[src/rtl/instr_register_pkg.sv]
// instr_register_pkg: shared instruction, address and scheduler types
package instr_register_pkg;
  typedef enum logic [2:0] {ZERO, PASSA, PASSB, ADD, SUB, MULT, DIV, MOD} opcode_t;
  typedef logic signed [31:0] operand_t;
  typedef logic [4:0] address_t;
  typedef enum logic [1:0] {IDLE, LOAD, FULL} sched_state_t;
  localparam int SCHED_COUNT_W = 6;
endpackage

[src/rtl/instr_reg_scheduler_if.sv]
// instr_reg_scheduler_if: requester/register-file bundle; grant counters exist only with INSTR_SCHED_STATS_EN
interface instr_reg_scheduler_if;
  import instr_register_pkg::*;
  logic req0_valid, req1_valid, req0_ready, req1_ready, flush, load_en, grant_id, full;
  opcode_t req0_opcode, req1_opcode, opcode;
  operand_t req0_operand_a, req0_operand_b, req1_operand_a, req1_operand_b, operand_a, operand_b;
  address_t write_pointer;
  logic [SCHED_COUNT_W-1:0] count;
  sched_state_t state;
`ifdef INSTR_SCHED_STATS_EN
  logic [15:0] grant_cnt0, grant_cnt1;
`endif
  modport master(
    output req0_valid, req1_valid, req0_opcode, req1_opcode, req0_operand_a, req0_operand_b,
           req1_operand_a, req1_operand_b, flush,
    input  req0_ready, req1_ready, load_en, write_pointer, opcode, operand_a, operand_b,
           grant_id, count, full, state
`ifdef INSTR_SCHED_STATS_EN
    , input grant_cnt0, grant_cnt1
`endif
  );
  modport slave(
    input  req0_valid, req1_valid, req0_opcode, req1_opcode, req0_operand_a, req0_operand_b,
           req1_operand_a, req1_operand_b, flush,
    output req0_ready, req1_ready, load_en, write_pointer, opcode, operand_a, operand_b,
           grant_id, count, full, state
`ifdef INSTR_SCHED_STATS_EN
    , output grant_cnt0, grant_cnt1
`endif
  );
endinterface

[src/rtl/rr_arbiter2.sv]
// rr_arbiter2: two-way round-robin arbiter, history moves only when advance is high
module rr_arbiter2 (
  input  logic       clk,
  input  logic       reset,
  input  logic [1:0] valid,
  input  logic       advance,
  output logic [1:0] grant
);
  logic last;
  assign grant = valid == 2'b11 ? (last ? 2'b01 : 2'b10) : valid;
  always_ff @(posedge clk)
    if (reset) last <= 1'b1;
    else if (advance) last <= grant[1];
endmodule

[src/rtl/instr_reg_scheduler.sv]
// instr_reg_scheduler: arbitrates two requesters into instruction register writes; INSTR_SCHED_STATS_EN adds grant counters
module instr_reg_scheduler
  import instr_register_pkg::*;
#(
  parameter int NUM_ENTRIES = 32
) (
  input logic clk,
  input logic reset,
  instr_reg_scheduler_if.slave bus
);
  logic [1:0] valid, grant, ready;
  logic xfer, full, sel;
  address_t wp_next;
  assign valid = {bus.req1_valid, bus.req0_valid};
  rr_arbiter2 u_arb (.clk(clk), .reset(reset), .valid(valid), .advance(xfer), .grant(grant));
  assign full = bus.count == SCHED_COUNT_W'(NUM_ENTRIES);
  assign ready = (reset || full || bus.flush) ? 2'b00 : grant;
  assign xfer = |(valid & ready);
  assign sel = ready[1];
  assign bus.req0_ready = ready[0];
  assign bus.req1_ready = ready[1];
  assign bus.full = full;
  always_ff @(posedge clk)
    if (reset) begin
      bus.state <= IDLE;
      bus.load_en <= 1'b0;
      bus.write_pointer <= '0;
      wp_next <= '0;
      bus.opcode <= ZERO;
      bus.operand_a <= '0;
      bus.operand_b <= '0;
      bus.grant_id <= 1'b0;
      bus.count <= '0;
    end else begin
      bus.load_en <= xfer;
      if (xfer) begin
        bus.write_pointer <= wp_next;
        wp_next <= wp_next == address_t'(NUM_ENTRIES - 1) ? '0 : wp_next + 1'b1;
        bus.opcode <= sel ? bus.req1_opcode : bus.req0_opcode;
        bus.operand_a <= sel ? bus.req1_operand_a : bus.req0_operand_a;
        bus.operand_b <= sel ? bus.req1_operand_b : bus.req0_operand_b;
        bus.grant_id <= sel;
        bus.count <= bus.count + 1'b1;
      end
      if (bus.flush) begin
        bus.count <= '0;
        bus.write_pointer <= '0;
        wp_next <= '0;
      end
      // the cycle that fills the last slot still shows LOAD; FULL follows
      bus.state <= bus.flush ? IDLE : xfer ? LOAD : full ? FULL : IDLE;
    end
`ifdef INSTR_SCHED_STATS_EN
  always_ff @(posedge clk)
    if (reset) begin
      bus.grant_cnt0 <= '0;
      bus.grant_cnt1 <= '0;
    end else if (xfer) begin
      if (sel) bus.grant_cnt1 <= bus.grant_cnt1 + 1'b1;
      else bus.grant_cnt0 <= bus.grant_cnt0 + 1'b1;
    end
`endif
endmodule

[src/flat_wrapper.sv]
// flat-port wrapper written by rule: the top's interface ports become plain ports
module instr_reg_scheduler_flat import instr_register_pkg::*;
#(
  parameter int NUM_ENTRIES = 32
)
  (clk, reset, bus_req0_valid, bus_req1_valid, bus_req0_opcode, bus_req1_opcode, bus_req0_operand_a, bus_req0_operand_b, bus_req1_operand_a, bus_req1_operand_b, bus_flush, bus_req0_ready, bus_req1_ready, bus_load_en, bus_write_pointer, bus_opcode, bus_operand_a, bus_operand_b, bus_grant_id, bus_count, bus_full, bus_state);
  instr_reg_scheduler_if bus_i ();
  input logic clk;
  input logic reset;
  input wire logic [$bits(bus_i.req0_valid)-1:0] bus_req0_valid;
  input wire logic [$bits(bus_i.req1_valid)-1:0] bus_req1_valid;
  input wire logic [$bits(bus_i.req0_opcode)-1:0] bus_req0_opcode;
  input wire logic [$bits(bus_i.req1_opcode)-1:0] bus_req1_opcode;
  input wire logic [$bits(bus_i.req0_operand_a)-1:0] bus_req0_operand_a;
  input wire logic [$bits(bus_i.req0_operand_b)-1:0] bus_req0_operand_b;
  input wire logic [$bits(bus_i.req1_operand_a)-1:0] bus_req1_operand_a;
  input wire logic [$bits(bus_i.req1_operand_b)-1:0] bus_req1_operand_b;
  input wire logic [$bits(bus_i.flush)-1:0] bus_flush;
  output wire logic [$bits(bus_i.req0_ready)-1:0] bus_req0_ready;
  output wire logic [$bits(bus_i.req1_ready)-1:0] bus_req1_ready;
  output wire logic [$bits(bus_i.load_en)-1:0] bus_load_en;
  output wire logic [$bits(bus_i.write_pointer)-1:0] bus_write_pointer;
  output wire logic [$bits(bus_i.opcode)-1:0] bus_opcode;
  output wire logic [$bits(bus_i.operand_a)-1:0] bus_operand_a;
  output wire logic [$bits(bus_i.operand_b)-1:0] bus_operand_b;
  output wire logic [$bits(bus_i.grant_id)-1:0] bus_grant_id;
  output wire logic [$bits(bus_i.count)-1:0] bus_count;
  output wire logic [$bits(bus_i.full)-1:0] bus_full;
  output wire logic [$bits(bus_i.state)-1:0] bus_state;
  assign bus_i.req0_valid = bus_req0_valid;
  assign bus_i.req1_valid = bus_req1_valid;
  assign bus_i.req0_opcode = bus_req0_opcode;
  assign bus_i.req1_opcode = bus_req1_opcode;
  assign bus_i.req0_operand_a = bus_req0_operand_a;
  assign bus_i.req0_operand_b = bus_req0_operand_b;
  assign bus_i.req1_operand_a = bus_req1_operand_a;
  assign bus_i.req1_operand_b = bus_req1_operand_b;
  assign bus_i.flush = bus_flush;
  assign bus_req0_ready = bus_i.req0_ready;
  assign bus_req1_ready = bus_i.req1_ready;
  assign bus_load_en = bus_i.load_en;
  assign bus_write_pointer = bus_i.write_pointer;
  assign bus_opcode = bus_i.opcode;
  assign bus_operand_a = bus_i.operand_a;
  assign bus_operand_b = bus_i.operand_b;
  assign bus_grant_id = bus_i.grant_id;
  assign bus_count = bus_i.count;
  assign bus_full = bus_i.full;
  assign bus_state = bus_i.state;
  instr_reg_scheduler #(.NUM_ENTRIES(NUM_ENTRIES)) u_core (.clk(clk), .reset(reset), .bus(bus_i));
endmodule
[config.mk]
export PLATFORM = sky130hd
export DESIGN_NAME = instr_reg_scheduler_flat
export DESIGN_NICKNAME = d
export VERILOG_FILES = /design/src/rtl/instr_register_pkg.sv /design/src/rtl/instr_reg_scheduler_if.sv /design/src/rtl/rr_arbiter2.sv /design/src/rtl/instr_reg_scheduler.sv /design/src/flat_wrapper.sv
export SDC_FILE = /design/constraint.sdc
export NUM_CORES = 1
export LEC_CHECK = 0
export ABC_CLOCK_PERIOD_IN_PS = 5900
export CORE_UTILIZATION = 41
export DETAILED_ROUTE_END_ITERATION = 7
export GPL_TIMING_DRIVEN = 0
export PLACE_DENSITY = 0.87
export SLEW_MARGIN = 20
export SYNTH_ARGS = -nofsm -noshare
export SYNTH_HDL_FRONTEND = slang
export SYNTH_SLANG_ARGS = --single-unit
export TNS_END_PERCENT = 100
[constraint.sdc]
create_clock -name clk -period 5.9 [get_ports clk]
set_input_delay 1.475 -clock clk [delete_from_list [all_inputs] [get_ports clk]]
set_output_delay 1.475 -clock clk [all_outputs]
set_load 0.02 [all_outputs]
After elaboration in Yosys (flattened, before gate mapping)
Cells that the tools add are included.
- $add $sub $neg: 2
- mux-type cells: 9
- bitwise gates (word level): 1
- equal/unequal tests: 3
- reduce and logical (&&, ||, !) cells: 5
- operator list (kind ; count):
    32-bit 2-to-1 mux ; 2
    2-bit 2-to-1 mux ; 4
    6-bit by 1-bit adder with 6-bit output (second input constant) ; 1
    6-bit equality test (second input constant) ; 1
    5-bit by 1-bit adder with 5-bit output (second input constant) ; 1
    5-bit equality test (second input constant) ; 1
    5-bit 2-to-1 mux ; 1
    2-bit OR reduction ; 2
    4-bit OR reduction ; 1
    3-bit 2-to-1 mux ; 1
    2-bit AND ; 1
    2-bit equality test (second input constant) ; 1
    1-bit logical OR ; 2
    1-bit 2-to-1 mux ; 1
- output and inout port bits: 85
- word-level logic and storage cells: 31
- bits in registers: 88

Depth between registers and ports, before layout
- depth after elaboration: 7
- depth in mapped cells: 8

By module
From an unflattened synthesis, not the netlist that was laid out.
- cells, all modules: 398
- area total of the unflattened synthesis: 4108.9 um2
- by module, submodules not included (module ; area each (um2) ; cells an instance ; times used ; sequential area each (um2)):
    instr_reg_scheduler ; 4055.1 ; 392 ; 1 ; 1741.7
    rr_arbiter2 ; 53.8 ; 6 ; 1 ; 20.0

Least setup slack after synthesis
OpenSTA, ideal clock, no wires.
- path kind: input port to output port
- start point: input port reset
- end point: output port bus_req0_ready
- data required time: 4.425 ns
- arrival: 2.597 ns
- stages: 4
- path buffers: 1
- setup slack: 1.828 ns
- cells stage by stage: buf_2 -> nor2_1 -> nand2_1 -> nor3_1
- longest elaborated chain between the ends: 3
- ends and longest elaborated chain (element ; line ; text):
    start: declaration ; flat_wrapper.sv:9 ; input logic reset;
    1-bit logical OR (2 in series) ; instr_reg_scheduler.sv:17 ; assign ready = (reset || full || bus.flush) ? 2'b00 : grant;
    2-bit 2-to-1 mux ; instr_reg_scheduler.sv:17 ;
    end: declaration ; flat_wrapper.sv:19 ; output wire logic [$bits(bus_i.req0_ready)-1:0] bus_req0_ready;
Every way passes these cells.

Worst setup path after layout
- start point: input port bus_flush
- end point: output port bus_req1_ready
- longest elaborated chain between the ends: 2
- ends and longest elaborated chain (element ; line ; text):
    start: declaration ; flat_wrapper.sv:18 ; input wire logic [$bits(bus_i.flush)-1:0] bus_flush;
    1-bit logical OR ; instr_reg_scheduler.sv:17 ;
    2-bit 2-to-1 mux ; instr_reg_scheduler.sv:17 ;
    end: declaration ; flat_wrapper.sv:20 ; output wire logic [$bits(bus_i.req1_ready)-1:0] bus_req1_ready;
Every way passes these cells.

==> results.md <==
- Outcome: finished clean
- Clock skew: 8.817 ps
- Hold Path Class: reg -> reg
- Diode count: 0
- Mapped Area: approximately 3700 um2
- Pin count of the biggest net entering global routing: 15
- Clk sinks: 88
- Slew Limit Fails: 0
- H-Tree Depth: 3
- Vias in the first global route: between 4000 and 5000
- I/O Pins: 224
- Syn_area_per_cell: ~8.5 um2
- Drt first-iter violations: 128
- Final Hold Fails: 0
- Pwr Total: ~1.4 mW
- Register area share after synthesis: 47.04%
- Top-count cell post-synth: dfxtp_1
- Synth top area share: 47.04%
- Most used flip-flop cell after synthesis: dfxtp_1
- CTS Buffer Depth: 2
- CORE AREA: about 8800 um2
- Relative slew slack: 55.21%
- Die ar.: 9520 um2
- I/O Buffers: around 220
- Worst slew pin tran: roughly 670 ps
- Area grow syn2layout: 68.49%
- Buffer count from post-CTS setup fixing: 0
- Post-DP HPWL: between 9000 and 10000 um
- Portion of netlist area occupied by mux cells: between 4 and 5%
- Critical Path RT: 4430 ps
- Largest family of logic cells by synthesized area: compound AO/OA/AOI/OAI gates
- Via count: 4163
- Leak Pwr: about 2.6 nW
- Crit end category: output port
- Synth cell types: 35
- CTS buffer count: 9
- Post-Layout Cell Count: between 700 and 800
- Area leader, netlist: dfxtp_1
- Crit Path Max Fanout: 10
- CP startpoint kind: input pin
- GRT Total Usage: ~26%
- Number of synthesized flops with an enable pin: 0
- Post-Synth Simple-Gate Area: 16.17%
- Total congestion overflow after global routing: 0
- Worst r2r path cells: 8
- Global-route wire length before repair: 20020 um
- Initial Util: 42.73%
- Die X: approximately 100 um
- DR pass1 iterations: 4
- Antenna viol nets, final: 0
- Area contributors post-synth: dfxtp_1 47%, a211oi_1 10%, a21oi_1 7.5%
- Drt wl/cell: 15.71 um
- Peak supply drop: 0.1331 mV
- RSZ-0062 raised after global routing: no
- Max-cap violations: 0
- Clock Latency Late Sink: approximately 340 ps
- CTS tree: done
- Flip-flop and latch count after synthesis: 88
- Initial antenna violation count: 0
- Post-synth top cells: 88 x dfxtp_1, 69 x nand2_1, 56 x a21oi_1
- Post-synthesis cell count: between 400 and 500
- XOR/XNOR Fraction of Synth Area: less than 1%
- Pwr per Cell Area: 220.5 nW/um2
- # nets final: 814
- DP Cell Count: 768
- Synth Area in Compound Gates: 24.86%
- Drt drc: 0
- Hold Crit Depth: 2
- Ratio of cells with drive above 1 in the final layout: 6.509%
- Final setup vio count: 0
- CTS resizes: 0
- WL final: roughly 12000 um
- TNS Setup: 0 ps
- Min cycle time layout: between 5000 and 6000 ps
- Final hold slack: 461.0 ps
- GPL Wtd Cong: between 0.8 and 0.9
- Critical path class: in -> out
- Net Count, Synth: 581
- Ys async rst share: 0%
- Synth Area in Adders: between 1 and 1.5%
- Row count: 34
- Tcrit/Tclk final: a little under 90%
- Worst-path clk slew: roughly 80 ps
- Die Height: slightly below 100 um
- Hold-fix buffers at CTS: 0
- Crit path DAT: ~3600 ps
- Highest clock rate: 195.9 MHz
- CTS root buf: clkbuf_8
- YS warnings: 0
- Vias/cell: 5.310
==> critical path: stages <==
cell	delay [ps]
clkdlybuf4s50_1	450
nor2_1	450
o211ai_4	220
inv_2	160
buf_2	240
clkdlybuf4s50_1	630
==> cell families after synthesis <==
kind of cell | Yosys count
AND/OR/NAND/NOR | 147
AO/OA/AOI/OAI | 137
flip-flops | 88
buffers and inverters | 42
multiplexers | 18
adder cells (fa/ha/maj) | 4
XOR/XNOR | 2
==> layer usage <==
layer  global-route usage, %  up-vias  wire [um]
li1                        -     2012          -
met1                   29.74     1943       4916
met2                   46.26      178       6186
met3                   5.827       30        861
met4                   10.63        0        353
met5                       0        -          0
==> layout by cell type (no fill, tap or decap), drive strengths merged, types with 17 or more instances in the layout <==
cell type and n:
nor2 55, a21oi 56, clkbuf 27, clkdlybuf4s50 222, mux2i 18, a211oi 50, buf 22, o2bb2ai 17
nand2 69, dfxtp 88
==> final timing paths <==
kind	endpoint	start	slack, ps
min reg2reg	u_core.bus.write_pointer[1]$_SDFFE_PP0P_	u_core.bus.write_pointer[1]$_SDFFE_PP0P_	460
max reg2reg	u_core.bus.operand_a[2]$_SDFFE_PP0P_	u_core.bus.count[0]$_SDFFE_PP0P_	3720
min	u_core.bus.write_pointer[1]$_SDFFE_PP0P_	u_core.bus.write_pointer[1]$_SDFFE_PP0P_	460
max	bus_req1_ready	bus_flush	800
==> where the power goes <==
group	switching, mW	total [mW]	internal (mW)
Combinational	0.140	0.313	0.173
Clock	0.212	0.433	0.220
Sequential	0.0190	0.646	0.627
==> per-stage QoR <==
step / setup WS (ps) / utilization [%] / instance area (um2)
floorplan: 1828 / - / 3745
global placement: 875.5 / 69.63 / 6102
detailed placement: 828.6 / 69.63 / 6102
CTS: 803.6 / 72.00 / 6310
global route: 629.2 / 72.00 / 6310
finish: 796.3 / 72.00 / 6310
==> final cells by class <==
type / count / area [um2]
sequential: 88 / 1762
timing repair buffer: 222 / 2222
tap: 108 / 135.1
buffer: 37 / 180.2
clock buffer: 12 / 155.1
inverter: 5 / 18.77
fill: 685 / 2454
multi-input combinational: 308 / 1784
clock inverter: 4 / 52.55
==> registers in the layout, summed over array words and instances (netlist names) <==
register and cells:
u_core.bus.write_pointer 5, u_core.bus.state 2, u_core.bus.operand_a 32, u_core.bus.grant_id 1, u_core.bus.count 6, u_core.u_arb.last 1
u_core.wp_next 5, u_core.bus.load_en 1, u_core.bus.operand_b 32, u_core.bus.opcode 3
Power figures use the tool's default switching activity.
